## config.mk

```make
export PLATFORM = sky130hd
export DESIGN_NAME = cpu_csr_unit_flat
export DESIGN_NICKNAME = d
export VERILOG_FILES = /design/src/rtl/cpu_csr_unit_if.sv /design/src/rtl/cpu_csr_unit.sv /design/src/flat_wrapper.sv
export SDC_FILE = /design/constraint.sdc
export NUM_CORES = 1
export LEC_CHECK = 0
export CAP_MARGIN = 20
export CORE_ASPECT_RATIO = 0.8
export CORE_MARGIN = 8
export CORE_UTILIZATION = 52
export CTS_BUF_LIST = sky130_fd_sc_hd__clkbuf_2
export DETAILED_ROUTE_END_ITERATION = 7
export PLACE_DENSITY = 0.82
export SLEW_MARGIN = 15
export SYNTH_ARGS = -nofsm -noshare
export SYNTH_HDL_FRONTEND = slang
export SYNTH_SLANG_ARGS = --single-unit
```

## constraint.sdc

```tcl
create_clock -name clk -period 2.9 [get_ports clk]
set_input_delay 0.29 -clock clk [delete_from_list [all_inputs] [get_ports clk]]
set_output_delay 0.29 -clock clk [all_outputs]
set_load 0.01 [all_outputs]
```

## src/rtl/cpu_csr_unit_if.sv

```systemverilog
// CSR access, trap-strobe and trap-status bundle between the pipeline/trap controller and cpu_csr_unit.
interface cpu_csr_unit_if #(
    parameter int XLEN = 32
);
    logic [11:0]     raddr;
    logic [XLEN-1:0] rdata;
    logic            rillegal;
    logic [11:0]     waddr;
    logic [XLEN-1:0] wdata;
    logic [1:0]      wop;
    logic            wenable;
    logic            trap_valid;
    logic [XLEN-1:0] trap_pc;
    logic [XLEN-1:0] trap_cause;
    logic [XLEN-1:0] trap_tval;
    logic            mret;
    logic            instret;
    logic [XLEN-1:0] trap_target;
    logic [XLEN-1:0] epc;
    logic            mie;

    modport master (
        output raddr, waddr, wdata, wop, wenable, trap_valid, trap_pc,
               trap_cause, trap_tval, mret, instret,
        input  rdata, rillegal, trap_target, epc, mie
    );

    modport slave (
        input  raddr, waddr, wdata, wop, wenable, trap_valid, trap_pc,
               trap_cause, trap_tval, mret, instret,
        output rdata, rillegal, trap_target, epc, mie
    );
endinterface

```

## src/rtl/cpu_csr_unit.sv

```systemverilog
// Machine-mode CSR unit: trap state, CSR read-modify-write, trap entry and mret.
// Define CSR_COUNTERS_EN to build the 64-bit mcycle/minstret counters.
module cpu_csr_unit #(
    parameter int          XLEN        = 32,
    parameter logic [31:0] MTVEC_RESET = 32'h0000_0000,
    parameter int          HART_ID     = 0,
    parameter logic [31:0] MISA_VAL    = 32'h4000_0100
) (
    input  logic             clk,
    input  logic             rst,
    cpu_csr_unit_if.slave    bus
);
    localparam logic [11:0] ADDR_MSTATUS  = 12'h300;
    localparam logic [11:0] ADDR_MISA     = 12'h301;
    localparam logic [11:0] ADDR_MTVEC    = 12'h305;
    localparam logic [11:0] ADDR_MSCRATCH = 12'h340;
    localparam logic [11:0] ADDR_MEPC     = 12'h341;
    localparam logic [11:0] ADDR_MCAUSE   = 12'h342;
    localparam logic [11:0] ADDR_MTVAL    = 12'h343;
    localparam logic [11:0] ADDR_MHARTID  = 12'hF14;

    function automatic logic [XLEN-1:0] apply_op(input logic [1:0] op,
                                                 input logic [XLEN-1:0] old,
                                                 input logic [XLEN-1:0] d);
        case (op)
            2'd1:    return d;
            2'd2:    return old | d;
            2'd3:    return old & ~d;
            default: return old;
        endcase
    endfunction

    logic            mie_reg, mie_next;
    logic            mpie_reg, mpie_next;
    logic [XLEN-1:0] mtvec_reg, mtvec_next;
    logic [XLEN-1:0] mscratch_reg, mscratch_next;
    logic [XLEN-1:0] mepc_reg, mepc_next;
    logic [XLEN-1:0] mcause_reg, mcause_next;
    logic [XLEN-1:0] mtval_reg, mtval_next;
    logic [XLEN-1:0] mstatus_val;
    logic [XLEN-1:0] wval;
    logic            write_en;

    // MPP is hardwired to machine mode; only MIE and MPIE are real state.
    assign mstatus_val = {{(XLEN-13){1'b0}}, 2'b11, 3'b000, mpie_reg, 3'b000, mie_reg, 3'b000};
    assign write_en    = bus.wenable && (bus.wop != 2'b00);

    always_comb begin
        mie_next      = mie_reg;
        mpie_next     = mpie_reg;
        mtvec_next    = mtvec_reg;
        mscratch_next = mscratch_reg;
        mepc_next     = mepc_reg;
        mcause_next   = mcause_reg;
        mtval_next    = mtval_reg;
        wval          = '0;
        if (write_en) begin
            case (bus.waddr)
                ADDR_MSTATUS: if (!bus.trap_valid && !bus.mret) begin
                    wval      = apply_op(bus.wop, mstatus_val, bus.wdata);
                    mie_next  = wval[3];
                    mpie_next = wval[7];
                end
                ADDR_MTVEC: begin
                    wval       = apply_op(bus.wop, mtvec_reg, bus.wdata);
                    mtvec_next = {wval[XLEN-1:2], 1'b0, (wval[1:0] == 2'b01)};
                end
                ADDR_MSCRATCH: mscratch_next = apply_op(bus.wop, mscratch_reg, bus.wdata);
                ADDR_MEPC: if (!bus.trap_valid) begin
                    wval      = apply_op(bus.wop, mepc_reg, bus.wdata);
                    mepc_next = {wval[XLEN-1:2], 2'b00};
                end
                ADDR_MCAUSE: if (!bus.trap_valid) mcause_next = apply_op(bus.wop, mcause_reg, bus.wdata);
                ADDR_MTVAL:  if (!bus.trap_valid) mtval_next  = apply_op(bus.wop, mtval_reg, bus.wdata);
                default: ;
            endcase
        end
        if (bus.trap_valid) begin
            mepc_next   = bus.trap_pc & ~XLEN'(3);
            mcause_next = bus.trap_cause;
            mtval_next  = bus.trap_tval;
            mpie_next   = mie_reg;
            mie_next    = 1'b0;
        end else if (bus.mret) begin
            mie_next  = mpie_reg;
            mpie_next = 1'b1;
        end
    end

    always_ff @(posedge clk) begin
        if (rst) begin
            mie_reg      <= 1'b0;
            mpie_reg     <= 1'b0;
            mtvec_reg    <= MTVEC_RESET;
            mscratch_reg <= '0;
            mepc_reg     <= '0;
            mcause_reg   <= '0;
            mtval_reg    <= '0;
        end else begin
            mie_reg      <= mie_next;
            mpie_reg     <= mpie_next;
            mtvec_reg    <= mtvec_next;
            mscratch_reg <= mscratch_next;
            mepc_reg     <= mepc_next;
            mcause_reg   <= mcause_next;
            mtval_reg    <= mtval_next;
        end
    end

`ifdef CSR_COUNTERS_EN
    // Index 0 is mcycle (0xB00/0xB80), index 1 is minstret (0xB02/0xB82).
    logic [63:0] cnt_val [2];

    for (genvar gi = 0; gi < 2; gi++) begin : g_cnt
        localparam logic [11:0] LO_ADDR = 12'hB00 + 12'(2 * gi);
        localparam logic [11:0] HI_ADDR = 12'hB80 + 12'(2 * gi);
        logic [63:0] cnt_reg, cnt_next;
        logic        inc;

        if (gi == 0) begin : g_cyc
            assign inc = 1'b1;
        end else begin : g_ret
            assign inc = bus.instret;
        end

        // A write to either half replaces that cycle's increment entirely.
        always_comb begin
            cnt_next = cnt_reg + 64'(inc);
            if (write_en && bus.waddr == LO_ADDR)
                cnt_next = {cnt_reg[63:32], apply_op(bus.wop, cnt_reg[31:0], bus.wdata)};
            else if (write_en && bus.waddr == HI_ADDR)
                cnt_next = {apply_op(bus.wop, cnt_reg[63:32], bus.wdata), cnt_reg[31:0]};
        end

        always_ff @(posedge clk) begin
            if (rst) cnt_reg <= '0;
            else     cnt_reg <= cnt_next;
        end

        assign cnt_val[gi] = cnt_reg;
    end
`else
    logic unused_instret;
    assign unused_instret = bus.instret;
`endif

    always_comb begin
        bus.rdata    = '0;
        bus.rillegal = 1'b0;
        case (bus.raddr)
            ADDR_MSTATUS:  bus.rdata = mstatus_val;
            ADDR_MISA:     bus.rdata = MISA_VAL;
            ADDR_MTVEC:    bus.rdata = mtvec_reg;
            ADDR_MSCRATCH: bus.rdata = mscratch_reg;
            ADDR_MEPC:     bus.rdata = mepc_reg;
            ADDR_MCAUSE:   bus.rdata = mcause_reg;
            ADDR_MTVAL:    bus.rdata = mtval_reg;
            ADDR_MHARTID:  bus.rdata = XLEN'(HART_ID);
`ifdef CSR_COUNTERS_EN
            12'hB00:       bus.rdata = cnt_val[0][31:0];
            12'hB80:       bus.rdata = cnt_val[0][63:32];
            12'hB02:       bus.rdata = cnt_val[1][31:0];
            12'hB82:       bus.rdata = cnt_val[1][63:32];
`endif
            default:       bus.rillegal = 1'b1;
        endcase
    end

    logic [XLEN-1:0] trap_base;
    assign trap_base = {mtvec_reg[XLEN-1:2], 2'b00};

    // Only interrupts are vectored; exceptions always land on the base.
    assign bus.trap_target = (mtvec_reg[0] && bus.trap_cause[XLEN-1])
                           ? trap_base + {bus.trap_cause[XLEN-3:0], 2'b00}
                           : trap_base;
    assign bus.epc = mepc_reg;
    assign bus.mie = mie_reg;
endmodule

```

## src/flat_wrapper.sv

```systemverilog
// flat-port wrapper written by rule: the top's interface ports become plain ports
module cpu_csr_unit_flat 
#(
    parameter int          XLEN        = 32,
    parameter logic [31:0] MTVEC_RESET = 32'h0000_0000,
    parameter int          HART_ID     = 0,
    parameter logic [31:0] MISA_VAL    = 32'h4000_0100
)
  (clk, rst, bus_raddr, bus_waddr, bus_wdata, bus_wop, bus_wenable, bus_trap_valid, bus_trap_pc, bus_trap_cause, bus_trap_tval, bus_mret, bus_instret, bus_rdata, bus_rillegal, bus_trap_target, bus_epc, bus_mie);
  cpu_csr_unit_if #(.XLEN(XLEN)) bus_i ();
  input  logic clk;
  input  logic rst;
  input wire logic [$bits(bus_i.raddr)-1:0] bus_raddr;
  input wire logic [$bits(bus_i.waddr)-1:0] bus_waddr;
  input wire logic [$bits(bus_i.wdata)-1:0] bus_wdata;
  input wire logic [$bits(bus_i.wop)-1:0] bus_wop;
  input wire logic [$bits(bus_i.wenable)-1:0] bus_wenable;
  input wire logic [$bits(bus_i.trap_valid)-1:0] bus_trap_valid;
  input wire logic [$bits(bus_i.trap_pc)-1:0] bus_trap_pc;
  input wire logic [$bits(bus_i.trap_cause)-1:0] bus_trap_cause;
  input wire logic [$bits(bus_i.trap_tval)-1:0] bus_trap_tval;
  input wire logic [$bits(bus_i.mret)-1:0] bus_mret;
  input wire logic [$bits(bus_i.instret)-1:0] bus_instret;
  output wire logic [$bits(bus_i.rdata)-1:0] bus_rdata;
  output wire logic [$bits(bus_i.rillegal)-1:0] bus_rillegal;
  output wire logic [$bits(bus_i.trap_target)-1:0] bus_trap_target;
  output wire logic [$bits(bus_i.epc)-1:0] bus_epc;
  output wire logic [$bits(bus_i.mie)-1:0] bus_mie;
  assign bus_i.raddr = bus_raddr;
  assign bus_i.waddr = bus_waddr;
  assign bus_i.wdata = bus_wdata;
  assign bus_i.wop = bus_wop;
  assign bus_i.wenable = bus_wenable;
  assign bus_i.trap_valid = bus_trap_valid;
  assign bus_i.trap_pc = bus_trap_pc;
  assign bus_i.trap_cause = bus_trap_cause;
  assign bus_i.trap_tval = bus_trap_tval;
  assign bus_i.mret = bus_mret;
  assign bus_i.instret = bus_instret;
  assign bus_rdata = bus_i.rdata;
  assign bus_rillegal = bus_i.rillegal;
  assign bus_trap_target = bus_i.trap_target;
  assign bus_epc = bus_i.epc;
  assign bus_mie = bus_i.mie;
  cpu_csr_unit #(.XLEN(XLEN), .MTVEC_RESET(MTVEC_RESET), .HART_ID(HART_ID), .MISA_VAL(MISA_VAL)) u_core (.clk(clk), .rst(rst), .bus(bus_i));
endmodule
```

==> reports/results.tsv <==
stage	metric	value	unit
run_status	status	finished with violations	
run_status	violations	setup timing	
clocking	clock_latency	0.78	ns
yosys	netlist_area	10400	µm²
place	io_buffer_count	250	
timing	setup_slack	-0.954	ns
yosys	synthCells	1386	
pwr	finalPower	4680	µW
routing	drt_first_pass_iters	8	
floorplanning	start_util	52.6	%
timing	hold_slack	0.0616	ns
pwr	p_int	3160	µW
critical_path	cp-end-kind	primary output	
critical_path	cp-start-kind	flip-flop	
clocking	cts_num_sinks	159	
timing	fin_skew	0.000164	ns
yosys	yosysUniqueCellTypes	62	
pwr	switching_share	32.4	%
critical_path	r2r-start	u_core.bus.epc[7]$_SDFFE_PP0P_	
routing	drtIter0Drc	2020	
clocking	cts_buffer_depth	2	
global_routing	antenna_found_initial	4	
run	cap_viol_max_count	0	
floorplanning	dieArea	24700	µm²
critical_path	r2r_cells	5	
floorplanning	pin_count	258	
clocking	h-tree-depth	4	
yosys	async_flop_share	0	%
routing	drcViolationCount	0	
pwr	worst_ir_drop_vdd	0.226	mV
routing	viasPerCell	6.53	
critical_path	critPathLaunch	u_core.mtvec_reg[2]$_SDFFE_PP0P_	
timing	fin_crit	3.85	ns
global_routing	grt_pass1_wl	68800	µm
place	place.gp.congestion	0.951	
pwr	combPwrFrac	21.0	%
pwr	powerDensity	313	nW/µm²
timing	slew_viol_final	0	
global_routing	grtUsageTotal	34.7	%
timing	tns	-18.09	ns
yosys	synth_seq_cells	159	
routing	ant_nets	0	
timing	rsz0062_at_grt	true	
floorplanning	die_h	142	µm
routing	vias	12900	
place	hpwl	29300	µm
clocking	numCtsBuffers	17	
timing	max-slew-margin-rel	51.5	%
yosys	synth_edf_count	0	
critical_path	crit_required	2.61	ns
critical_path	arrival	3.56	ns
routing	wirelength	45800	µm
pwr	p_leak	0.00579	µW
yosys	syn_avg_cell_area	7.47	µm²
timing	max_freq	259	MHz
global_routing	grt_pass1_vias	12400	
critical_path	r2r-end	u_core.bus.epc[7]$_SDFFE_PP0P_	
timing	worstMarginPinSlew	0.728	ns
yosys	synth_ff_type	dfxtp_1	
critical_path	criticalPathCategory	flip-flop to primary output	
clocking	root_buffer	clkbuf_2	
floorplanning	fp.dieW	174	µm
global_routing	grt_max_degree	67	
floorplanning	core-area	19700	µm²
clocking	cts_tree	built	
global_routing	grt_overflow_total	0	
critical_path	cp_max_fo	3	
min_path	hold_class	input port to flip-flop	
pwr	sequentialPowerShare	49.6	%
clocking	cts.clk_slew.worst_paths	0.31	ns
final_layout	area_delta_synth_final	44.2	%
yosys	synth-seq-area-share	30.7	%
routing	wl_per_cell	23.1	µm
yosys	ys_warn_count	0	
final_layout	drive_gt1_share	22.0	%
place	post-place-ws	-1.07	ns
final_layout	final_nets	1897	
timing	period_share	133	%
critical_path	rrSetupSlack	1.38	ns
floorplanning	rows	46	
timing	hold_viol	0	
pwr	clkPwrFrac	29.5	%
pwr	p_sw	1520	µW
critical_path	critPathCapture	bus_trap_target[24]	
timing	finalSetupViolations	26	
## worst max-delay path, cell delays in order, from the launching register on
cell and delay, ns:
dfxtp_2 0.41, ha_4 0.16, fa_2 0.37, a21o_1 0.21
a21oi_4 0.21, o211ai_1 0.17, a2111o_1 0.42, nand2_2 0.09
o21a_1 0.15, buf_4 0.12, xnor2_1 0.05, mux2_4 0.28
buf_6 0.13
## cells in the final DEF (no fill, tap or decap), types with 5 or more instances in the layout
cell type / count
a21oi_1: 254
clkdlybuf4s50_1: 184
a211oi_1: 165
buf_4: 161
dfxtp_1: 152
nor2_1: 147
nand2_1: 82
a22oi_1: 48
xnor2_1: 47
clkbuf_2: 41
nor2b_1: 31
nand3_1: 30
buf_2: 27
ha_1: 25
buf_6: 21
a21o_1: 20
a2111oi_0: 20
inv_1: 19
o21ai_1: 17
buf_12: 16
o21ai_0: 12
a222oi_1: 10
a21oi_2: 9
nand4_1: 9
o21ai_2: 9
xor2_1: 7
nor3_1: 6
ha_4: 6
inv_6: 6
dfxtp_2: 6
a31oi_4: 5
## worst min-delay path by stage
stage | start | to | slack [ns] | cells after the start
2_1_floorplan | bus_trap_cause[31] | u_core.mcause_reg[31]$_SDFFE_PP0P_ | 0.43 | 2
3_3_place_gp | u_core.mscratch_reg[13]$_SDFFE_PP0P_ | u_core.mscratch_reg[13]$_SDFFE_PP0P_ | 0.51 | 2
3_5_place_dp | u_core.mscratch_reg[4]$_SDFFE_PP0P_ | u_core.mscratch_reg[4]$_SDFFE_PP0P_ | 0.51 | 2
4_1_cts | bus_trap_pc[24] | u_core.bus.epc[24]$_SDFFE_PP0P_ | 0.04 | 3
5_1_grt | bus_trap_pc[30] | u_core.bus.epc[30]$_SDFFE_PP0P_ | 0.02 | 3
6_report | bus_trap_tval[8] | u_core.mtval_reg[8]$_SDFFE_PP0P_ | 0.06 | 3
## kinds of logic (layout without fill, tap and decap cells)
group                    Yosys count  count (layout)  synth area share (%)
multiplexers                       5               5                 0.544
XOR/XNOR                          60              60                  5.07
AND/OR/NAND/NOR                  355             355                  15.5
buffers and inverters            169             496                  6.51
other                              1               6                0.0362
adder cells (fa/ha/maj)           34              34                  4.18
AO/OA/AOI/OAI                    603             603                  37.4
flip-flops                       159             159                  30.7
## power groups by stage
stage / Clock (µW) / Combinational [µW] / Sequential (µW)
finish: 1380 / 981 / 2320
global route: 1460 / 1050 / 2320
detailed placement: 0 / 920 / 2350
global placement: 0 / 903 / 2350
floorplan: 0 / 457 / 2350
CTS: 1360 / 945 / 2310
## stage by stage
stage / cell area (µm²) / utilization (%) / std cells
final: 14900 / 75.9 / 1982
after global routing: 14900 / 75.9 / 1982
after CTS: 14800 / 75.0 / 1968
after detailed placement: 14100 / 71.6 / 1918
after global placement: 14100 / 71.6 / 1918
after floorplan: 10400 / - / 1389
## layout make-up
class / instances / area (µm²)
diodes: 2 / 5.00
clock buffers: 17 / 85.1
clock inverters: 15 / 170
fillers: 1462 / 4750
inverters: 19 / 71.3
multi-input cells: 1061 / 7030
flip-flops and latches: 159 / 3190
well taps: 264 / 330
repair buffers: 445 / 4050
## per-layer routing
metal / global-route usage, % / vias to the layer above / part of all wire [%]
met3: 9.47 / 130 / 13
met1: 46.7 / 6035 / 40
met2: 52.1 / 1003 / 43
met5: 0 / - / 0.059
met4: 13.2 / 4 / 3.0
li1: - / 5762 / -
## cells in the mapped netlist (all sizes together), types with 5 or more instances
library cell    n  share of area (%)
inv            19               0.69
o21ai          39                1.9
mux2            5               0.54
nor4            7               0.42
a221oi          5               0.42
a31oi           6               0.42
and3            6               0.41
nor3           11               0.53
dfxtp         159                 31
nand4           9               0.54
a211oi        166                 12
nand3          32                1.5
clkbuf        126                4.6
a222oi         10               0.97
nand2          85                3.1
ha             33                4.0
a21oi         265                 13
nand2b          5               0.30
xor2           10               0.85
xnor2          50                4.2
nor2b          33                2.0
buf            24                1.2
a21o           20                1.4
nor2          151                5.5
a2111oi        21                2.0
a22oi          48                3.5
## repair_timing
action,CTS,global route
pin swaps,47,42
resized for setup,239,105
endpoints found under the hold margin,18,0
setup buffers,19,16
hold buffers,1,0
setup endpoints to repair,61,58
cloned,3,1
No activity file was read; power rests on OpenSTA's default activity.
